**src/rtl/decoder_rr_scheduler_if.sv**
```systemverilog
// Select/enable/grant bundle between the requesters, decoder_rr_scheduler and the 3-to-8 decoder.
interface decoder_rr_scheduler_if;
  logic [7:0] req;
  logic       done;
  logic [2:0] dec_in;
  logic       dec_enable;
  logic [7:0] gnt;
  logic       busy;
  logic       timeout;

  modport master (
    input  req, done,
    output dec_in, dec_enable, gnt, busy, timeout
  );

  modport slave (
    output req, done,
    input  dec_in, dec_enable, gnt, busy, timeout
  );
endinterface

```
**src/rtl/decoder_rr_scheduler.sv**
```systemverilog
// Round-robin owner of a shared 3-to-8 decoder with a fixed turnaround gap after every release.
// Define ARB_TIMEOUT_EN to build the MAX_HOLD forced-release counter and the timeout pulse.
module decoder_rr_scheduler #(
  parameter int unsigned GAP_CYCLES = 1,
  parameter int unsigned MAX_HOLD   = 16
) (
  input  logic                          clk,
  input  logic                          rst_n,
  decoder_rr_scheduler_if.master        bus
);

  localparam int unsigned GW = $clog2(GAP_CYCLES + 1);
  localparam logic [GW-1:0] GAP_LAST = GW'(GAP_CYCLES - 1);

  if (GAP_CYCLES < 1 || MAX_HOLD < 1) begin : g_bad_params
    $error("decoder_rr_scheduler: GAP_CYCLES and MAX_HOLD must be >= 1");
  end

  typedef enum logic [1:0] {IDLE, GRANT, GAP} state_t;

  state_t        state_q, state_d;
  logic [2:0]    ptr_q, ptr_d;
  logic [2:0]    dec_in_q, dec_in_d;
  logic          en_q, en_d;
  logic [7:0]    gnt_q, gnt_d;
  logic          busy_q, busy_d;
  logic          timeout_q, timeout_d;
  logic [GW-1:0] gap_q, gap_d;

  logic          win_valid;
  logic [2:0]    win_idx;
  logic          release_nat;
  logic          release_force;

  // First requester strictly after the last-served pointer, wrapping back to the pointer itself.
  always_comb begin
    win_valid = 1'b0;
    win_idx   = '0;
    for (int unsigned k = 1; k <= 8; k++) begin
      if (!win_valid && bus.req[3'(ptr_q + 3'(k))]) begin
        win_valid = 1'b1;
        win_idx   = 3'(ptr_q + 3'(k));
      end
    end
  end

  assign release_nat = bus.done || !bus.req[dec_in_q];

`ifdef ARB_TIMEOUT_EN
  localparam int unsigned HW = $clog2(MAX_HOLD + 1);
  localparam logic [HW-1:0] HOLD_LAST = HW'(MAX_HOLD - 1);
  localparam logic [HW-1:0] HOLD_MAX  = HW'(MAX_HOLD);

  logic [HW-1:0] hold_q, hold_d;

  always_comb begin
    hold_d = '0;
    if (state_q == GRANT && state_d == GRANT)
      hold_d = (hold_q == HOLD_MAX) ? hold_q : hold_q + 1'b1;
  end

  always_ff @(posedge clk or negedge rst_n) begin
    if (!rst_n) hold_q <= '0;
    else        hold_q <= hold_d;
  end

  assign release_force = (state_q == GRANT) && (hold_q >= HOLD_LAST);
`else
  assign release_force = 1'b0;
`endif

  always_ff @(posedge clk or negedge rst_n) begin
    if (!rst_n) begin
      state_q   <= IDLE;
      ptr_q     <= 3'd7;
      gap_q     <= '0;
      dec_in_q  <= '0;
      en_q      <= 1'b0;
      gnt_q     <= '0;
      busy_q    <= 1'b0;
      timeout_q <= 1'b0;
    end else begin
      state_q   <= state_d;
      ptr_q     <= ptr_d;
      gap_q     <= gap_d;
      dec_in_q  <= dec_in_d;
      en_q      <= en_d;
      gnt_q     <= gnt_d;
      busy_q    <= busy_d;
      timeout_q <= timeout_d;
    end
  end

  always_comb begin
    state_d = state_q;
    ptr_d   = ptr_q;
    gap_d   = gap_q;
    case (state_q)
      IDLE: if (win_valid) state_d = GRANT;
      GRANT: begin
        if (release_nat || release_force) begin
          state_d = GAP;
          ptr_d   = dec_in_q;
          gap_d   = '0;
        end
      end
      GAP: begin
        if (gap_q == GAP_LAST) state_d = win_valid ? GRANT : IDLE;
        else                   gap_d   = gap_q + 1'b1;
      end
      default: state_d = IDLE;
    endcase
  end

  // Outputs are registered, so they are computed from the next state.
  always_comb begin
    dec_in_d  = dec_in_q;
    if (state_q != GRANT && state_d == GRANT) dec_in_d = win_idx;
    en_d      = (state_d == GRANT);
    gnt_d     = en_d ? (8'b1 << dec_in_d) : '0;
    busy_d    = (state_d != IDLE);
    timeout_d = (state_q == GRANT) && release_force && !release_nat;
  end

  assign bus.dec_in     = dec_in_q;
  assign bus.dec_enable = en_q;
  assign bus.gnt        = gnt_q;
  assign bus.busy       = busy_q;
  assign bus.timeout    = timeout_q;

endmodule

```
**src/flat_wrapper.sv**
```systemverilog
// flat-port wrapper written by rule: the top's interface ports become plain ports
module decoder_rr_scheduler_flat 
#(
  parameter int unsigned GAP_CYCLES = 1,
  parameter int unsigned MAX_HOLD   = 16
)
  (clk, rst_n, bus_req, bus_done, bus_dec_in, bus_dec_enable, bus_gnt, bus_busy, bus_timeout);
  decoder_rr_scheduler_if bus_i ();
  input  logic clk;
  input  logic rst_n;
  input wire logic [$bits(bus_i.req)-1:0] bus_req;
  input wire logic [$bits(bus_i.done)-1:0] bus_done;
  output wire logic [$bits(bus_i.dec_in)-1:0] bus_dec_in;
  output wire logic [$bits(bus_i.dec_enable)-1:0] bus_dec_enable;
  output wire logic [$bits(bus_i.gnt)-1:0] bus_gnt;
  output wire logic [$bits(bus_i.busy)-1:0] bus_busy;
  output wire logic [$bits(bus_i.timeout)-1:0] bus_timeout;
  assign bus_i.req = bus_req;
  assign bus_i.done = bus_done;
  assign bus_dec_in = bus_i.dec_in;
  assign bus_dec_enable = bus_i.dec_enable;
  assign bus_gnt = bus_i.gnt;
  assign bus_busy = bus_i.busy;
  assign bus_timeout = bus_i.timeout;
  decoder_rr_scheduler #(.GAP_CYCLES(GAP_CYCLES), .MAX_HOLD(MAX_HOLD)) u_core (.clk(clk), .rst_n(rst_n), .bus(bus_i));
endmodule
```
**config.mk**
```make
export PLATFORM = sky130hd
export DESIGN_NAME = decoder_rr_scheduler_flat
export DESIGN_NICKNAME = d
export VERILOG_FILES = /design/src/rtl/decoder_rr_scheduler_if.sv /design/src/rtl/decoder_rr_scheduler.sv /design/src/flat_wrapper.sv
export SDC_FILE = /design/constraint.sdc
export NUM_CORES = 1
export LEC_CHECK = 0
export ABC_AREA = 1
export BUFFER_PORTS_ARGS = -buffer_cell sky130_fd_sc_hd__buf_2
export CORE_AREA = 8 8 89 91
export CTS_CLUSTER_DIAMETER = 40
export DETAILED_ROUTE_END_ITERATION = 8
export DIE_AREA = 0 0 97 99
export GPL_TIMING_DRIVEN = 0
export PLACE_DENSITY = 0.45
export SLEW_MARGIN = 20
export SYNTH_ARGS = -nofsm -noshare
export SYNTH_HDL_FRONTEND = slang
export SYNTH_SLANG_ARGS = --single-unit
```
**constraint.sdc**
```tcl
create_clock -name clk -period 2.6 [get_ports clk]
set_clock_uncertainty 0.1 [all_clocks]
set_input_delay 0.13 -clock clk [delete_from_list [all_inputs] [get_ports clk]]
set_output_delay 0.13 -clock clk [all_outputs]
set_load 0.02 [all_outputs]
```
==> qor.txt, run 1 <==
Outcome - finished with violations
Failing checks - setup timing
Largest net degree at the start of global routing - 19
CTS tree - done
GPL Wtd Cong - 0.8064
Core Area - 6569 sq um
GRT Residual Overflow - 0
Final-report setup violation count - 3
Final worst slack - -9.772 ps
Setup TNS Final - -16.26 ps
Count leader, synth - nand2_1
CP peak stage delay - 560 ps
Die height - 99 microns
Worst path most repeated cell - nand2_1
Slew Limit Fails - 0
Seq/Total Area, Yosys - 0.2890
Hold Violations, Final - 0
1st-pass router iterations - 4
Placed insts - 332
FP Rows - 30
CP Data Arrival Time - 2690 ps
Worst Path Buf+Inv - 4
Register-to-register setup slack - -10 ps
CP Launch Type - register
Synth Flop Type - dfrtp_1
Warnings from Yosys - 0
# IOs - 25
Number of vias per cell - 4.443
Input/output buffers - 23
Clk slew on worst S/H paths - 70 ps
Routed Wire Length - 4.570 mm
Area delta synth->final - 38.22%
Post-synth top area share - 0.2389
Dominant cell type by area after synthesis - dfrtp_1
Area of all placed cells without fillers - 2172 sq um
Routed Antenna Nets - 0
Synth area leaders - dfrtp_1, nand2_1, nand3_1
Die W - 97 microns
GRT Total Usage - 0.09587
Vias in the first global route - 1637
Required @ worst endpoint - 2680 ps
HPWL Detailed - 3.462 mm
CP delay by family, top - simple AND/OR/NAND/NOR gates
Wire length per cell - 12.98 microns
# DRC - 0
Final period util - 1.004
Clk buf depth - 2
# nets final - 286
Post-synth EDFFs - 0
Via count - 1564
Antenna diode count - 0
DRT iter0 DRCs - 72
Crit path max-delay cell type - dfstp_2
H-tree levels - 1
Most frequent cells after synthesis - nand2_1, nand3_1, nor2_1
Layout cells sized above 1 - 0.4118
Max-Cap Viols - 0
Worst-skew pair later-pin latency - 250 ps
CTS Buf Count - 3
Ys async rst share - 1.000
Root buf cell - clkbuf_8
CTS sink count - 18
Filler cells - 710
Syn Area/Cell - 6.862 sq um
Synthesized instance count - 229
Max Clk Rate - 383.2 MHz
RSZ-0062 raised after global routing - true
Hold WC Path Type - input pin to register
DP Area - 1799 sq um
CP Cell Sequence - buf_12 -> clkinv_8 -> ha_4 -> nand3_4 -> nand3_4 -> nand2_4 -> buf_6 -> inv_2 -> nand2_1 -> nor2_1 -> nand2_1 -> nand3_1 -> nand2_1 -> nand2_1 -> nand2_1 -> nand2_2 -> nand2_2 -> nand2_2 -> nand2_4 -> nor2_2
Critical Path Fanout Max - 6
Fin cells - 352
Starting Density - 0.2392
Final min period - 2610 ps
Crit. End Element - register
Initial antenna violation count - 0
Post-Syn Area - 1572 sq um
Count of cell types in the netlist - 33
Setup WS pre-CTS - -315.1 ps
Syn_nets - 242
Global-route wire length before repair - 7.852 mm
WS Path Type - register to register
DIE AREA - 9603 sq um
Post-synthesis register bit count - 18
-- worst min-delay path: stages --
cell      delay (ps)
buf_2             70
inv_1             30
o211ai_1         150
o21ai_0          110
-- area by class of cell --
| type | instances | area, sq um | share of cell area |
|---|---|---|---|
| Sequential cell | 18 | 454.2 | 0.2091 |
| Clock buffer | 4 | 55.05 | 0.02535 |
| Timing Repair Buffer | 39 | 245.2 | 0.1129 |
| Multi-Input combinational cell | 177 | 1130 | 0.5202 |
| Buffer | 4 | 50.05 | 0.02304 |
| Tap cell | 80 | 100.1 | 0.04608 |
| Inverter | 30 | 137.6 | 0.06336 |
-- cells by family after synthesis --
kind of cell / after synthesis / synth area share
buffers and inverters: 34 / 0.1019
xor gates and xnor gates: 3 / 0.03345
AOI/OAI and AO/OA: 20 / 0.07883
DFF: 18 / 0.2890
adders and majority gates: 2 / 0.01592
other: 1 / 0.002386
and+or+nand+nor: 151 / 0.4785
-- registers in the layout, summed over array words and instances (netlist names) --
signal and flops:
u_core.state_q 2, u_core.ptr_q 3, u_core.bus.busy 1, u_core.bus.dec_enable 1, u_core.bus.gnt 8, u_core.bus.dec_in 3
-- worst paths after layout --
path,startpoint,end,cells past startpoint
worst max-delay path,u_core.ptr_q[1],u_core.bus.gnt[6],20
worst min-delay path,bus_done,u_core.bus.dec_enable,4
worst max register to register,u_core.ptr_q[1],u_core.bus.gnt[6],20
max in group asynchronous,rst_n,u_core.ptr_q[0],2
worst min register to register,u_core.state_q[1],u_core.bus.busy,3
min in group asynchronous,rst_n,u_core.bus.gnt[2],2
-- routing by layer --
layer / track usage / vias up / wire length, microns
met3: 0.01470 / 4 / 180
met5: 0 / - / 0
met2: 0.1630 / 22 / 2257
met1: 0.1218 / 722 / 2088
met4: 0.02604 / 0 / 43
li1: - / 816 / -
-- stage by stage --
step                hold slack [ps]    util
floorplan                    -265.6       -
global placement             -13.81  0.2739
detailed placement           -18.13  0.2739
CTS                           181.8  0.3059
global route                  235.6  0.3307
finish                        190.7  0.3307
-- layout by cell type (no fill, tap or decap), types with 6 or more instances in the layout --
| master | count |
|---|---|
| o21ai_0 | 10 |
| nand3_2 | 8 |
| nor2_1 | 22 |
| buf_4 | 14 |
| nor2_2 | 7 |
| nand2_1 | 58 |
| buf_2 | 23 |
| inv_1 | 20 |
| nand3_4 | 6 |
| nand2_2 | 15 |
| nand3_1 | 20 |
| dfrtp_1 | 15 |
-- repair_timing --
item                                    4_1_cts  5_1_grt
endpoints found under the hold margin        15        0
setup buffers                                12        3
pin swaps                                    14       23
resized for setup                            13       37
endpoints found under the setup margin       14       12
hold buffers                                  1        0
Power of run 1 is left out: the tool's default activity adds up to more than one toggle a clock period on the data nets, which glitch-free logic cannot reach.
==> run 2: changes to the inputs <==
--- a/config.mk
+++ b/config.mk
@@ -12,7 +12,7 @@
 export DETAILED_ROUTE_END_ITERATION = 8
 export DIE_AREA = 0 0 97 99
 export GPL_TIMING_DRIVEN = 0
-export PLACE_DENSITY = 0.45
+export PLACE_DENSITY = 0.49
 export SLEW_MARGIN = 20
 export SYNTH_ARGS = -nofsm -noshare
 export SYNTH_HDL_FRONTEND = slang
==> qor.txt, run 2 (synthesis results as in run 1) <==
Hold Violations, Final - 0
Max FFs per register - 8
Max-Cap Viols - 0
Final core occ - 0.3429
Area delta synth->final - 43.31%
H-tree levels - 1
# IOs - 25
1st-pass router iterations - 4
WS Path Type - register to register
CTS sink count - 18
Setup WS pre-CTS - -296.1 ps
Most common cell after layout, fill and taps aside - nand2_1
Die W - 97 microns
Worst Hold Path Cells - 4
Final worst slack - -24.08 ps
CTS tree - done
Clk buf depth - 2
DIE AREA - 9603 sq um
Crit. End Element - register
Routed Antenna Nets - 0
Initial antenna violation count - 0
Input/output buffers - 23
HPWL Detailed - 3.423 mm
Failing checks - setup timing
Critical Path Fanout Max - 6
Fin cells - 355
Max Clk Rate - 381.1 MHz
Reg2Reg Depth - 18
Final-report setup violation count - 4
# nets final - 289
# DRC - 0
Layout cells sized above 1 - 0.4473
CP Data Arrival Time - 2710 ps
Global-route wire length before repair - 7.672 mm
Number of vias per cell - 4.428
Root buf cell - clkbuf_8
Clk slew on worst S/H paths - 60 ps
CP Launch Type - register
FP Rows - 30
Hold WC Path Type - input pin to register
Slew Limit Fails - 0
GPL Wtd Cong - 0.7933
Outcome - finished with violations
GRT Total Usage - 0.09402
Vias in the first global route - 1563
Via count - 1572
GRT Residual Overflow - 0
Hold_ws - 191.3 ps
Antenna diode count - 0
Placed insts - 332
Required @ worst endpoint - 2680 ps
RSZ-0062 raised after global routing - true
Final period util - 1.009
CTS Buf Count - 3
Routed Wire Length - 4.652 mm
DRT iter0 DRCs - 43
Final min period - 2624 ps
Largest net degree at the start of global routing - 19
Commonest non-fill, non-tap cells in the layout - nand2_1, buf_2, inv_1
Die height - 99 microns
Wire length per cell - 13.10 microns
Core Area - 6569 sq um
Worst-skew pair later-pin latency - 250 ps
Starting Density - 0.2392
-- run 2: path summary, 6_finish.rpt --
check	start	to	slack [ps]
worst max-delay path	u_core.ptr_q[1]	u_core.bus.gnt[6]	-20
worst min-delay path	bus_done	u_core.bus.dec_enable	190
worst max register to register	u_core.ptr_q[1]	u_core.bus.gnt[6]	-20
worst min register to register	u_core.state_q[1]	u_core.bus.busy	470
max in group asynchronous	rst_n	u_core.ptr_q[0]	1850
min in group asynchronous	rst_n	u_core.bus.gnt[6]	230
-- run 2: per-stage QoR --
stage,cell area [sq um],setup TNS (ps)
global placement,1799,-3196
detailed placement,1799,-2867
global route,2252,-1303
CTS,2049,-22.14
finish,2252,-52.87
floorplan,1584,0
-- run 2: layout make-up --
class	count	area, sq um
multi-input cells	177	1176
plain buffers	4	50.05
flip-flops and latches	18	454.2
inverters	30	140.1
clock buffers	4	55.05
fillers	680	4317
well taps	80	100.1
repair buffers	42	276.5
-- run 2: routing by layer --
layer  global-route usage  vias up  wire, microns
li1                     -      827              -
met1               0.1231      716           2273
met2               0.1620       25           2268
met5                    0        -              0
met3             0.007698        4             75
met4              0.02130        0             34
-- run 2: critical path, cell delays in order, from the launching register on --
cell and delay [ps]:
dfstp_2 550, buf_12 120, clkinv_8 40, ha_4 330, buf_12 120, nand3_4 60, nand3_2 80, nand2_4 70
nor2_4 120, nand4_4 140, nor2_8 150, nand3b_4 100, nand2_4 120, inv_4 50, nor2_4 90, inv_2 50
nand2_4 70, nand2_2 60, nor2_1 100
-- run 2: repair_timing --
item / 4_1_cts / 5_1_grt
hold buffers: 1 / 0
hold endpoints to repair: 15 / 0
endpoints found under the setup margin: 14 / 11
pin swaps: 14 / 23
buffers inserted: 12 / 6
gates resized for setup: 24 / 39
Power of run 2 is left out for the same reason.
==> run 3: changes to the inputs <==
==> constraint.sdc (replaced) <==
create_clock -name clk -period 2.1 [get_ports clk]
set_clock_uncertainty 0.1 [all_clocks]
set_input_delay 0.105 -clock clk [delete_from_list [all_inputs] [get_ports clk]]
set_output_delay 0.105 -clock clk [all_outputs]
set_load 0.02 [all_outputs]
==> qor.txt, run 3 (synthesis results as in run 1) <==
Outcome - finished with violations
Failing checks - setup timing
Antenna diode count - 0
DRT iter0 DRCs - 67
Max-Cap Viols - 0
Wire length per cell - 13.14 microns
Vias in the first global route - 1684
RSZ-0062 raised after global routing - true
Die W - 97 microns
Layout cells sized above 1 - 0.4228
CP Data Arrival Time - 2680 ps
Commonest non-fill, non-tap cells in the layout - nand2_1, buf_2, nor2_1
Initial antenna violation count - 0
Largest net degree at the start of global routing - 19
# nets final - 286
Routed Wire Length - 4.625 mm
Final worst slack - -500.2 ps
Worst-skew pair later-pin latency - 240 ps
Final period util - 1.238
Hold Violations, Final - 0
CTS Buf Count - 3
# IOs - 25
CTS tree - done
DP Area - 1839 sq um
Via count - 1602
Max Clk Rate - 384.6 MHz
Number of vias per cell - 4.551
Root buf cell - clkbuf_8
Die height - 99 microns
CP Cell Sequence - buf_12 -> clkinv_8 -> ha_4 -> inv_6 -> nand3_4 -> nand3_4 -> nand2_4 -> buf_6 -> inv_2 -> nand2_2 -> nor2_2 -> nand2_1 -> nand2_1 -> nor2_1 -> nand3_2 -> nor2_1 -> nor2_1 -> nor2_1 -> nand2_1 -> nor2_1
Required @ worst endpoint - 2180 ps
1st-pass router iterations - 4
DIE AREA - 9603 sq um
Final-report setup violation count - 14
WS Path Type - register to register
# DRC - 0
Critical Path Fanout Max - 6
Hold WC Path Type - input pin to register
Slew Limit Fails - 0
Crit. End Element - register
GRT Residual Overflow - 0
Core Area - 6569 sq um
Final min period - 2600 ps
CTS sink count - 18
FP Rows - 30
Most common cell after layout, fill and taps aside - nand2_1
GRT Total Usage - 0.09450
Area delta synth->final - 39.17%
CP Launch Type - register
Worst path most repeated cell - nor2_1
GPL Wtd Cong - 0.7820
Clk buf depth - 2
Crit path max-delay cell type - dfstp_2
Starting Density - 0.2392
Max FFs per register - 8
Global-route wire length before repair - 7.721 mm
Routed Antenna Nets - 0
CP peak stage delay - 560 ps
HPWL Detailed - 3.418 mm
H-tree levels - 1
Clk slew on worst S/H paths - 60 ps
Area of all placed cells without fillers - 2187 sq um
Input/output buffers - 23
==> run 3: cell count changes in the layout (fill, tap and decap cells not counted), sizes merged <==
cell / before / now
buf: 45 / 42
==> run 3: through the flow <==
| stage | cells | setup slack, ps | hold WS, ps | setup TNS, ps | utilization |
|---|---|---|---|---|---|
| final | 352 | -500.2 | 197.5 | -5895 | 0.3330 |
| after global routing | 352 | -673.4 | 206.6 | -7970 | 0.3330 |
| after CTS | 349 | -543.4 | 163.6 | -6461 | 0.3181 |
| after detailed placement | 332 | -657.0 | -42.34 | -7551 | 0.2800 |
| after global placement | 332 | -667.8 | -41.66 | -7781 | 0.2800 |
| after floorplan | 229 | -309.3 | -290.6 | -3108 | - |
==> run 3: critical path: cells and delay by family, from the launching register on <==
family / cells / cell delay [ps]
adder cells (fa/ha/maj): 1 / 340
buffers and inverters: 5 / 370
flip-flops: 1 / 560
AND/OR/NAND/NOR: 14 / 1150
==> run 3: final cells by class <==
cell class,count,area (sq um)
fill,693,4382
multi-input combinational,177,1132
sequential,18,454.2
timing repair buffer,39,257.7
inverter,30,137.6
tap,80,100.1
clock buffer,4,55.05
buffer,4,50.05
==> run 3: final timing paths <==
| path | startpoint | to | slack [ps] | cells past startpoint |
|---|---|---|---|---|
| setup reg to reg | u_core.ptr_q[1] | u_core.bus.gnt[0] | -500 | 20 |
| hold reg to reg | u_core.state_q[1] | u_core.bus.busy | 510 | 3 |
| min in group asynchronous | rst_n | u_core.bus.gnt[2] | 220 | 2 |
| hold / removal | bus_done | u_core.state_q[0] | 200 | 4 |
| setup / recovery | u_core.ptr_q[1] | u_core.bus.gnt[0] | -500 | 20 |
| max in group asynchronous | rst_n | u_core.ptr_q[1] | 1360 | 2 |
==> run 3: what timing repair did <==
item | 4_1_cts | 5_1_grt
endpoints found under the setup margin | 14 | 14
hold buffers | 1 | 0
buffers inserted | 12 | 3
pin swaps | 16 | 17
hold endpoints to repair | 18 | 0
gates resized for setup | 19 | 26
==> run 3: layer usage <==
| layer | routed length, microns | vias up | share of wire | GRT usage |
|---|---|---|---|---|
| li1 | - | 821 | - | - |
| met1 | 2139 | 744 | 0.46 | 0.1123 |
| met2 | 2195 | 31 | 0.47 | 0.1661 |
| met3 | 203 | 6 | 0.044 | 0.01749 |
| met4 | 87 | 0 | 0.019 | 0.03077 |
| met5 | 0 | - | 0 | 0 |
Power of run 3 is left out for the same reason.
